===== config.mk =====
export PLATFORM = sky130hd
export DESIGN_NAME = dcache_controller
export DESIGN_NICKNAME = d
export VERILOG_FILES = /design/src/rtl/dcache_controller.sv
export SDC_FILE = /design/constraint.sdc
export NUM_CORES = 2
export LEC_CHECK = 0
export ABC_AREA = 1
export BUFFER_PORTS_ARGS = -buffer_cell sky130_fd_sc_hd__buf_2
export CAP_MARGIN = 25
export CORE_MARGIN = 4
export CORE_UTILIZATION = 30
export CTS_CLUSTER_DIAMETER = 120
export DETAILED_ROUTE_END_ITERATION = 6
export PLACE_DENSITY = 0.57
export SLEW_MARGIN = 20
export SYNTH_ARGS = -nofsm -noshare
export SYNTH_HDL_FRONTEND = slang
export SYNTH_SLANG_ARGS = --single-unit

===== constraint.sdc =====
create_clock -name clock -period 4.71 [get_ports clock]
set_clock_uncertainty 0.2 [all_clocks]
set_input_delay 0.942 -clock clock [delete_from_list [all_inputs] [get_ports clock]]
set_output_delay 0.942 -clock clock [all_outputs]
set_load 0.1 [all_outputs]

===== src/rtl/dcache_controller.sv =====
// Direct-mapped, write-back, write-allocate data cache between the core and a 128-bit block memory.
// Define DCACHE_STATS_EN to add the hit_count/miss_count outputs.
module dcache_controller #(
  parameter int unsigned INDEX_BITS = 3,
  parameter int unsigned TAG_BITS   = 28 - INDEX_BITS
) (
  input  logic         clock,
  input  logic         reset,
  input  logic         read,
  input  logic         write,
  input  logic [31:0]  address,
  input  logic [31:0]  writedata,
  output logic [31:0]  readdata,
  output logic         busywait,
  output logic         mem_read,
  output logic         mem_write,
  output logic [27:0]  mem_address,
  output logic [127:0] mem_writedata,
  input  logic [127:0] mem_readdata,
  input  logic         mem_busywait
`ifdef DCACHE_STATS_EN
  ,
  output logic [31:0]  hit_count,
  output logic [31:0]  miss_count
`endif
);

  localparam int unsigned LINES = 1 << INDEX_BITS;
  localparam int unsigned LINE_BITS = 128;

  typedef enum logic [1:0] {IDLE, WRITEBACK, ALLOCATE, UPDATE} state_t;

  state_t                    state;
  logic [LINES-1:0]          valid;
  logic [LINES-1:0]          dirty;
  logic [TAG_BITS-1:0]       tags [LINES];
  logic [LINE_BITS-1:0]      data [LINES];
  logic [TAG_BITS-1:0]       miss_tag;
  logic [INDEX_BITS-1:0]     miss_idx;
  logic                      started;

  logic [INDEX_BITS-1:0]     idx;
  logic [TAG_BITS-1:0]       tag;
  logic [1:0]                woff;
  logic                      access;
  logic                      hit;
  logic                      idle_hit;
  logic                      xfer_done;
  logic                      unused_addr_bits;

  assign idx    = address[4+INDEX_BITS-1:4];
  assign tag    = TAG_BITS'(address[31:4+INDEX_BITS]);
  assign woff   = address[3:2];
  assign access = read ^ write;
  assign hit    = valid[idx] && (tags[idx] == tag);
  assign idle_hit = (state == IDLE) && hit;
  assign unused_addr_bits = ^address[1:0];

  assign busywait = access && !idle_hit;
  assign readdata = (idle_hit && read && !write) ? data[idx][{woff, 5'b0} +: 32] : 32'h0;

  // A transfer may only complete once the request has been visible for a full cycle.
  assign xfer_done = (mem_read || mem_write) && started && !mem_busywait;

  // Control state, line status and memory-side request registers.
  always_ff @(posedge clock) begin
    if (!reset) begin
      state         <= IDLE;
      valid         <= '0;
      dirty         <= '0;
      mem_read      <= 1'b0;
      mem_write     <= 1'b0;
      mem_address   <= '0;
      mem_writedata <= '0;
      miss_tag      <= '0;
      miss_idx      <= '0;
      started       <= 1'b0;
    end else begin
      started <= (mem_read || mem_write) && !xfer_done;
      case (state)
        IDLE: begin
          if (access) begin
            if (hit) begin
              if (write) dirty[idx] <= 1'b1;
            end else begin
              miss_tag <= tag;
              miss_idx <= idx;
              if (valid[idx] && dirty[idx]) begin
                state         <= WRITEBACK;
                mem_write     <= 1'b1;
                mem_address   <= 28'({tags[idx], idx});
                mem_writedata <= data[idx];
              end else begin
                state       <= ALLOCATE;
                mem_read    <= 1'b1;
                mem_address <= 28'({tag, idx});
              end
            end
          end
        end
        WRITEBACK: begin
          if (xfer_done) begin
            mem_write <= 1'b0;
            state     <= ALLOCATE;
          end
        end
        ALLOCATE: begin
          // Entered from WRITEBACK with the request low: raise it one cycle later.
          if (!mem_read) begin
            mem_read    <= 1'b1;
            mem_address <= 28'({miss_tag, miss_idx});
          end else if (xfer_done) begin
            mem_read <= 1'b0;
            state    <= UPDATE;
          end
        end
        UPDATE: begin
          valid[miss_idx] <= 1'b1;
          dirty[miss_idx] <= 1'b0;
          state           <= IDLE;
        end
        default: state <= IDLE;
      endcase
    end
  end

  // Line data and tags carry no reset; valid bits qualify them.
  always_ff @(posedge clock) begin
    if (reset) begin
      if ((state == IDLE) && write && !read && hit) begin
        data[idx][{woff, 5'b0} +: 32] <= writedata;
      end
      if (state == UPDATE) begin
        data[miss_idx] <= mem_readdata;
        tags[miss_idx] <= miss_tag;
      end
    end
  end

`ifdef DCACHE_STATS_EN
  always_ff @(posedge clock) begin
    if (!reset) begin
      hit_count  <= 32'h0;
      miss_count <= 32'h0;
    end else if ((state == IDLE) && access) begin
      if (hit) hit_count  <= hit_count + 32'h1;
      else     miss_count <= miss_count + 32'h1;
    end
  end
`endif

endmodule


==> flow_summary_export.csv <==
group,metric,value,unit
cts,cts_tree,"done",
floorplanning,die_x,447,um
layout,drive_gt1_share,23.6,%
critical_path,critPathKind,"in -> out",
drt,routed_wl,214000,um
global_route,grt_pass1_vias,41182,
placement,place_hpwl,148000,um
global_route,grtUsageTotal,20.7,%
timing,slew_headroom,28.8,%
worst_hold_path,hold_path.class,"in -> reg",
synth,yosysUniqueCellTypes,35,
global_route,antenna_found_initial,34,
layout,final_cells,8410,
cts,cts-root-buf,"clkbuf_16",
drt,drc,0,
timing,rsz0062_at_grt,"yes",
global_route,grt-ovfl-total,0,
cts,numCtsBuffers,148,
cts,cts.path.max_buffers,3,
global_route,grt_max_degree,138,
run_status,status,"finished with violations",
drt,vias,43617,
timing,drv_slew,0,
timing,holdWs,0.238,ns
floorplanning,core_region_area,0.191,mm2
critical_path,cp.arrival,3.61,ns
placement,place_area,0.0683,mm2
cts,htreeDepth,4,
job,maxCapViolations,0,
floorplanning,boundaryPins,388,
timing,finalSetupViolCount,8,
timing,setup_slack,-0.0421,ns
placement,place.gp.congestion,0.919,
timing,max_freq,0.210,GHz
timing,period_needed,4.75,ns
floorplanning,row_count,160,
drt,antenna_left,0,
synth,ys.flop_type,"edfxtp_1",
cts,cts.clk_slew.worst_paths,0.06,ns
drt,drt_iter0_drc,4843,
timing,tightest_slew,1.06,ns
synth,netlist_area,0.0577,mm2
layout,flow.area_growth_from_synthesis,28.7,%
critical_path,required,3.57,ns
cts,cts_hold_buf,0,
synth,async_reset_ff_share,0,%
synth,synth_edf_count,1224,
synth,synthCells,4919,
layout,nets,5974,
synth,syn_nets,5125,
critical_path,start_kind,"primary input",
cts,cts_sinks,1429,
critical_path,cp_max_fo,8,
critical_path,cp-end-kind,"output port",
layout,final_util,38.9,%
global_route,grt_first_pass_wirelength,299000,um
drt,drt_pass1_iterations,6,
floorplanning,dieHeight,447,um
layout,final_area,0.0743,mm2
synth,yosysSeqAreaShare,70.8,%
timing,fin_crit_sh,101,%
cts,insertion_delay,0.79,ns
synth,yosysWarnings,0,
synth,yosys_register_bits,1429,
power_and_ir_drop,p_per_area,409,mW/mm2
placement,io_buffers,385,
power_and_ir_drop,peakVddDrop,364,uV
placement,dp.cells,8089,
power_and_ir_drop,p_leak,0.0278,uW
synth,syn_area_per_cell,11.7,um2
floorplanning,dieArea,0.200,mm2
drt,vias_per_cell,5.19,
drt,wl_per_cell,25.4,um
timing,finalHoldViolations,0,
run_status,violations,"negative setup slack",
floorplanning,start_util,30.3,%
[cell usage in the layout (no fill, tap or decap), types with 6 or more instances in the layout]
master     instances
buf_4            480
nand2_1         1057
inv_1            349
dfxtp_1          205
clkinv_2          15
diode_2           12
a21oi_2            7
o211ai_1          42
nand4_1          103
nor2_1           202
clkbuf_16        156
nand2_2           23
buf_12           152
o2bb2ai_1          9
nand3_2            8
inv_6              6
nor2_2            19
a22oi_1          128
edfxtp_1        1224
a221oi_1         126
o21ai_0          206
o21bai_1          18
clkbuf_1          48
o21ai_1           11
a21oi_4           58
buf_6             10
buf_16             7
clkinv_1          22
a21oi_1          195
a221oi_2           7
bufinv_16          9
or2_2             17
buf_2            350
nand3_1          419
ha_1               8
nor2_4            17
a22o_1           111
[per-layer routing]
layer  wire (um)  GRT usage, %  vias to the layer above
met2       96000          32.0                     2287
met5          22             0                        -
met3       20100          4.45                      446
met4       12700          10.9                        4
met1       84800          27.4                    21472
li1            -             -                    19408
[cells by family after synthesis]
kind of cell / after synthesis / share of synthesized area [%]
adder cells (fa/ha/maj): 9 / 0.195
XOR/XNOR: 2 / 0.0303
AO/OA/AOI/OAI: 929 / 10.5
AND/OR/NAND/NOR: 1879 / 13.8
flip-flops: 1429 / 70.8
buffers and inverters: 671 / 4.66
[cells in the mapped netlist (all sizes together) (128+ instances only)]
library cell  instances  area, um2
a21oi               260       1300
inv                 358       1340
nand3               427       2140
dfxtp               205       4100
buf                 142        704
nor2                238        923
nand2              1084       4080
edfxtp             1224      36800
o21ai               220       1100
a22oi               128        961
clkbuf              168        631
a221oi              133       1160
[worst max-delay path: stages]
cell and delay, ns:
buf_12 0.12, clkinv_8 0.05, nor2_4 0.18, buf_6 0.18
buf_6 0.12, buf_4 0.12, nand3_2 0.06, nand2_1 0.07
nor2_1 0.05, nand2_1 0.06, nand2_2 0.07, nor2_2 0.11
nand2_1 0.06, nor2_1 0.10, nand2_1 0.10, nor2_4 0.16
nand4_1 0.18, buf_12 0.21, buf_16 0.16, a21oi_2 0.13
buf_4 0.15, buf_12 0.17
[state kept, by name, summed over array words and instances, names as in the netlist]
name / flops
tags: 200
miss_tag: 25
state: 2
mem_writedata: 128
started: 1
miss_idx: 3
valid: 8
mem_write: 1
mem_address: 28
dirty: 8
data: 1024
mem_read: 1
[where the power goes]
part	internal [uW]	switching [uW]	leakage (uW)	total, uW
Sequential	14200	271	0.0129	14500
Combinational	1200	3110	0.0126	4300
Clock	6560	5000	0.00228	11600
[path summary, 6_finish.rpt]
| check | from | to | slack (ns) | cells past startpoint |
|---|---|---|---|---|
| worst max register to register | state[1] | data[1][62] | 0.99 | 8 |
| worst min register to register | mem_writedata[59] | mem_writedata[59] | 0.26 | 2 |
| worst max-delay path | address[5] | readdata[6] | -0.04 | 22 |
| worst min-delay path | address[7] | miss_tag[0] | 0.24 | 3 |
[stage by stage]
step | TNS (ns) | worst slack, ns | total power [uW]
5_1_grt | -2.98 | -0.175 | 31300
3_3_place_gp | -12.39 | -0.486 | 18800
4_1_cts | -0.00584 | -0.00228 | 30400
6_report | -0.208 | -0.0421 | 30400
2_1_floorplan | -13.69 | -0.553 | 16900
3_5_place_dp | -11.80 | -0.466 | 18900
[final cells by class]
cell class              instances  area [um2]
diodes                         12        30.0
clock buffers                 205        4050
clock inverters                64         697
fillers                     18103      116000
inverters                     361        1410
multi-input cells            2819       15200
flip-flops and latches       1429       40900
well taps                    2511        3140
repair buffers               1009        8920
[what timing repair did]
item	4_1_cts	5_1_grt
setup buffers	18	13
resized for setup	68	99
cloned	7	4
hold endpoints to repair	0	0
setup endpoints to repair	33	33
pin swaps	13	43
Note: power is estimated with default switching activity, not from simulation.
